`src/rtl/sort_result_rx.sv`:
```
// Receives one sorted frame of M words, buffers it, then checks that it is non-decreasing.
// Define SORT_RX_FLOAT_CMP_EN to order words as sign-magnitude floats instead of signed integers.
module sort_result_rx #(
   parameter int M = 8,
   parameter int N = 32
) (
   input  logic                   clock,
   input  logic                   rst,
   input  logic [N-1:0]           in_data,
   input  logic                   in_valid,
   input  logic [$clog2(M)-1:0]   rd_addr,
   output logic [N-1:0]           rd_data,
   output logic                   busy,
   output logic                   done,
   output logic                   sorted_ok,
   output logic [$clog2(M):0]     err_count,
   output logic                   short_frame
);

   localparam int AW = $clog2(M);

   typedef enum logic [1:0] {IDLE, COLLECT, CHECK, DONE} state_t;

   state_t         state_q, state_d;
   logic [AW-1:0]  wr_idx_q, wr_idx_d;
   logic [AW-1:0]  chk_idx_q, chk_idx_d;
   logic [AW:0]    err_q, err_d;
   logic           done_q, done_d;
   logic           ok_q, ok_d;
   logic           short_q, short_d;
   logic           busy_q, busy_d;
   logic [N-1:0]   rd_q, rd_d;
   logic [N-1:0]   mem_q [M];

   logic           wr_en;
   logic [AW-1:0]  wr_addr;
   logic [AW-1:0]  prev_idx;
   logic           viol;

   function automatic logic greater(input logic [N-1:0] a, input logic [N-1:0] b);
`ifdef SORT_RX_FLOAT_CMP_EN
      if (a[N-1] != b[N-1])
         greater = ~a[N-1];
      else if (!a[N-1])
         greater = (a[N-2:0] > b[N-2:0]);
      else
         greater = (a[N-2:0] < b[N-2:0]);
`else
      greater = ($signed(a) > $signed(b));
`endif
   endfunction

   always_comb begin
      state_d   = state_q;
      wr_idx_d  = wr_idx_q;
      chk_idx_d = chk_idx_q;
      err_d     = err_q;
      done_d    = done_q;
      ok_d      = ok_q;
      short_d   = short_q;
      wr_en     = 1'b0;
      wr_addr   = wr_idx_q;
      prev_idx  = chk_idx_q - AW'(1);
      viol      = 1'b0;

      case (state_q)
         IDLE: begin
            if (in_valid) begin
               wr_en    = 1'b1;
               wr_addr  = '0;
               wr_idx_d = AW'(1);
               state_d  = COLLECT;
            end
         end
         COLLECT: begin
            if (in_valid) begin
               wr_en = 1'b1;
               if (wr_idx_q == AW'(M - 1)) begin
                  state_d   = CHECK;
                  chk_idx_d = AW'(1);
                  err_d     = '0;
               end else begin
                  wr_idx_d = wr_idx_q + AW'(1);
               end
            end else begin
               // Sorter stopped early: report a truncated frame without checking it.
               short_d = 1'b1;
               ok_d    = 1'b0;
               done_d  = 1'b1;
               state_d = DONE;
            end
         end
         CHECK: begin
            viol  = greater(mem_q[prev_idx], mem_q[chk_idx_q]);
            err_d = err_q + (AW+1)'(viol);
            if (chk_idx_q == AW'(M - 1)) begin
               done_d  = 1'b1;
               ok_d    = (err_d == '0);
               state_d = DONE;
            end else begin
               chk_idx_d = chk_idx_q + AW'(1);
            end
         end
         DONE: begin
            if (in_valid) begin
               done_d   = 1'b0;
               ok_d     = 1'b0;
               short_d  = 1'b0;
               err_d    = '0;
               wr_en    = 1'b1;
               wr_addr  = '0;
               wr_idx_d = AW'(1);
               state_d  = COLLECT;
            end
         end
         default: state_d = IDLE;
      endcase

      busy_d = (state_d == COLLECT) || (state_d == CHECK);

      if ({1'b0, rd_addr} < (AW+1)'(M))
         rd_d = mem_q[rd_addr];
      else
         rd_d = '0;
   end

   always_ff @(posedge clock) begin
      if (rst) begin
         state_q   <= IDLE;
         wr_idx_q  <= '0;
         chk_idx_q <= '0;
         err_q     <= '0;
         done_q    <= 1'b0;
         ok_q      <= 1'b0;
         short_q   <= 1'b0;
         busy_q    <= 1'b0;
         rd_q      <= '0;
      end else begin
         state_q   <= state_d;
         wr_idx_q  <= wr_idx_d;
         chk_idx_q <= chk_idx_d;
         err_q     <= err_d;
         done_q    <= done_d;
         ok_q      <= ok_d;
         short_q   <= short_d;
         busy_q    <= busy_d;
         rd_q      <= rd_d;
      end
   end

   // Buffer is deliberately left out of reset; rst still blocks a same-cycle write.
   always_ff @(posedge clock) begin
      if (wr_en && !rst)
         mem_q[wr_addr] <= in_data;
   end

   assign rd_data     = rd_q;
   assign busy        = busy_q;
   assign done        = done_q;
   assign sorted_ok   = ok_q;
   assign err_count   = err_q;
   assign short_frame = short_q;

endmodule

```
`config.mk`:
```
export PLATFORM = sky130hd
export DESIGN_NAME = sort_result_rx
export DESIGN_NICKNAME = d
export VERILOG_FILES = /design/src/rtl/sort_result_rx.sv
export SDC_FILE = /design/constraint.sdc
export NUM_CORES = 1
export LEC_CHECK = 0
export ABC_AREA = 1
export CAP_MARGIN = 20
export CORE_AREA = 3 3 203 205
export CTS_BUF_LIST = sky130_fd_sc_hd__clkbuf_2 sky130_fd_sc_hd__clkbuf_4 sky130_fd_sc_hd__clkbuf_8
export CTS_CLUSTER_DIAMETER = 40
export DETAILED_ROUTE_END_ITERATION = 7
export DIE_AREA = 0 0 206 208
export PLACE_DENSITY_LB_ADDON = 0.25
export SKIP_LAST_GASP = 1
export SYNTH_ARGS = -nofsm -noshare
export SYNTH_HDL_FRONTEND = slang
export SYNTH_SLANG_ARGS = --single-unit
```
`constraint.sdc`:
```
create_clock -name clock -period 12.05 [get_ports clock]
set_clock_uncertainty 0.15 [all_clocks]
set_input_delay 2.41 -clock clock [delete_from_list [all_inputs] [get_ports clock]]
set_output_delay 2.41 -clock clock [all_outputs]
set_load 0.05 [all_outputs]
```
==> results.md <==
* Status: finished clean
* CP Capture Type: flip-flop
* Worst R2R Start: chk_idx_q[0]$_SDFFE_PP0P_
* Fin nets at roughly 2000
* Syn. warnings at 0
* VDD IR max at roughly 0.13 mV
* Final Max Tran Viols at 0
* Port bufs at 77
* FFs w/ async S/R, synth at 0
* GRT overflow at 0
* Post-route clock period utilization at 0.544
* CP startpoint: chk_idx_q[0]$_SDFFE_PP0P_
* DR WL/cell at 20.6 µm
* Clk sink count at 307
* Distinct cells, synth at 38
* Pre-antenna DRT Iters at 6
* Overall power at roughly 4.1 mW
* Resized cells post-CTS at 0
* MaxCap Viol Count at 0
* Final routed DRC violation total at 0
* Area delta synth->final at 14.2%
* Busiest layer in global routing: met2
* Initial Utilization at 0.418
* Leak Pwr at 6.85 nW
* Seq pwr share at 0.320
* Hold Path Origin: sorted_ok$_SDFFE_PP0P_
* Routed vias/inst at between 5 and 6
* Register area share after synthesis at 0.525
* Io pins at 78
* Bufs and invs on worst path at 4
* Synth top area cells: edfxtp_1 46%, a21oi_1 12%, o21ai_0 9.5%
* Fillcell total at 3727
* Total GRT Usage at 0.231
* Clock-pin slew on the worst setup and hold paths at around 60 ps
* Top cell family by delay on the critical path: simple AND/OR/NAND/NOR gates
* Unrepaired setup endpoints after global routing: false
* Number of global-route vias before repair at 14063
* Synthesized Nets at 1947
* Net switching power at 1.65 mW
* Antenna Cells at 0
* Initial DRC count at 1428
* CTS max path bufs at 3
* GR met3 Demand/Resource at 0.0429
* Clock root buffer: clkbuf_8
* Share of cells above drive strength 1 at 0.0954
* Top cells by count, synth: 383 x a21oi_1, 316 x o21ai_0, 256 x edfxtp_1
* Min Tclk post-route at 6550 ps
* Cts hold-fix bufs at 0
* Mapped cell area at 16600 µm²
* Max-slew headroom at 0.322
* Htree depth at 2
* Met2 usage at 0.365
* Critical Path Source Type: flip-flop
* First-pass GRT wire length at 77800 µm
* Worst EP arrival at approximately 7000 ps
* Critical Path RT at 12480 ps
* Detail Placement HPWL at 28100 µm
* Worst slew pin tran at 1020 ps
* PwrDens at 217 nW/µm²
* Synthesized area per cell at 8.89 µm²
* Antenna viol nets, final at 0
* Post-synth top area cell: edfxtp_1
* Detailed Route WL at approximately 50000 µm
* Slowest stage delay, CP at 930 ps
* Row Count at 73
* DIE HEIGHT at 208 µm
* Initial antenna violation count at 0
* Top-area cell type share of the netlist area at 0.464
* Fmax at 153 MHz
* Most used cell, CP: nand2_1
* Setup TNS at 0 ps
* CTS tree: done
* DIE WIDTH at 206 µm
* Sw Share at 0.402
* Seq cells post-synth at 307
* CP Class: flip-flop to flip-flop
* Hold WS at 330 ps
* TritonCTS buffer count at just over 60
* EDFF count, synth at 256
* Largest net degree at the start of global routing at between 80 and 90
* CP max stage cell: ha_2
* Cells after synthesis at 1866
* Post-CTS setup buffers at 0
* Hold WC Path Type: flip-flop to flip-flop
* P_int at 2.46 mW
* Met1 Usage GRT at 0.312
* Leading register cell type out of synthesis: edfxtp_1
* Gate power share at 0.391
* Final Hold Fails at 0
* Setup violators final at 0
* Full die area at 42800 µm²
* Gpl congestion at 0.835
* Crit Path Max Fanout at 76
* Clk network pwr share at 0.289
* Detailed-route via count at 14472
* Placeable Area at 39600 µm²
* Count leader, synth: a21oi_1
* Clock insertion delay at the later pin of the skew report at 660 ps
## per-stage QoR
step / utilization / worst slack [ps] / cell area, µm² / std cells
5_1_grt: 0.478 / 5170 / 18900 / 2464
3_5_place_dp: 0.443 / 5640 / 17500 / 2348
4_1_cts: 0.478 / 5610 / 18900 / 2464
3_3_place_gp: 0.442 / 5810 / 17500 / 2347
6_report: 0.478 / 5500 / 18900 / 2464
2_1_floorplan: - / 7290 / 16600 / 1866
## final timing paths
kind / end / slack, ps / cells after the start
hold reg to reg: sorted_ok$_SDFFE_PP0P_ / 330 / 2
setup reg to reg: sorted_ok$_SDFFE_PP0P_ / 5500 / 25
setup / recovery: sorted_ok$_SDFFE_PP0P_ / 5500 / 25
hold / removal: sorted_ok$_SDFFE_PP0P_ / 330 / 2
## cell usage in the layout (no fill, tap or decap), types with 5 or more instances in the layout
| cell | count |
|---|---|
| a21oi_1 | 383 |
| inv_2 | 7 |
| nor3_1 | 5 |
| clkbuf_4 | 20 |
| clkdlybuf4s50_1 | 75 |
| edfxtp_1 | 256 |
| o21ai_0 | 316 |
| nor2_1 | 56 |
| a31oi_1 | 66 |
| inv_1 | 148 |
| o21ai_1 | 85 |
| clkinvlp_4 | 5 |
| buf_4 | 28 |
| clkinv_1 | 7 |
| nor2_4 | 9 |
| o211ai_1 | 8 |
| dfxtp_1 | 48 |
| a21oi_2 | 13 |
| bufinv_16 | 6 |
| nand3_1 | 97 |
| nand2_1 | 149 |
| ha_1 | 42 |
| clkinv_2 | 11 |
| clkbuf_8 | 67 |
## per-layer routing
metal / vias up / part of all wire / routed length (µm)
met3: 120 / 0.096 / 4860
met4: 0 / 0.031 / 1570
met5: - / 0 / 0
met1: 6766 / 0.42 / 21100
met2: 791 / 0.46 / 23200
li1: 6795 / - / -
## sequential cells by signal (all words and copies together), names as in the netlist, named ones only
signal / flops
busy: 1
rd_data: 32
chk_idx_q: 3
mem_q: 256
done: 1
sorted_ok: 1
wr_idx_q: 3
err_count: 4
state_q: 2
short_frame: 1
## layout make-up
type / count / area, µm² / area share
sequential: 307 / 8720 / 0.460
clock buffer: 87 / 1070 / 0.0566
inverter: 162 / 617 / 0.0326
multi-input combinational: 1250 / 6590 / 0.348
clock inverter: 29 / 323 / 0.0170
tap: 525 / 657 / 0.0347
timing repair buffer: 104 / 966 / 0.0510
## worst min-delay path: cells and delay by family (launching register included)
family	cells	cell delay, ps
flops	1	320
simple gates	1	60
compound gates	1	50
## cell families (layout without fill, tap and decap cells)
logic type               after synthesis  count (layout)  synth area share
AO/OA/AOI/OAI                        880             880             0.277
AND/OR/NAND/NOR                      324             324            0.0827
flip-flops                           307             307             0.525
XOR/XNOR                               3               3           0.00158
buffers and inverters                309             382            0.0815
adder cells (fa/ha/maj)               43              43            0.0324
## power by group through the flow
stage | logic [mW] | registers [mW] | clock network, mW
6_report | 1.61 | 1.32 | 1.19
5_1_grt | 1.79 | 1.33 | 1.26
4_1_cts | 1.59 | 1.31 | 1.21
3_5_place_dp | 1.58 | 1.34 | 0
3_3_place_gp | 1.56 | 1.33 | 0
2_1_floorplan | 1.18 | 1.31 | 0
(Power assumes the default switching activity.)
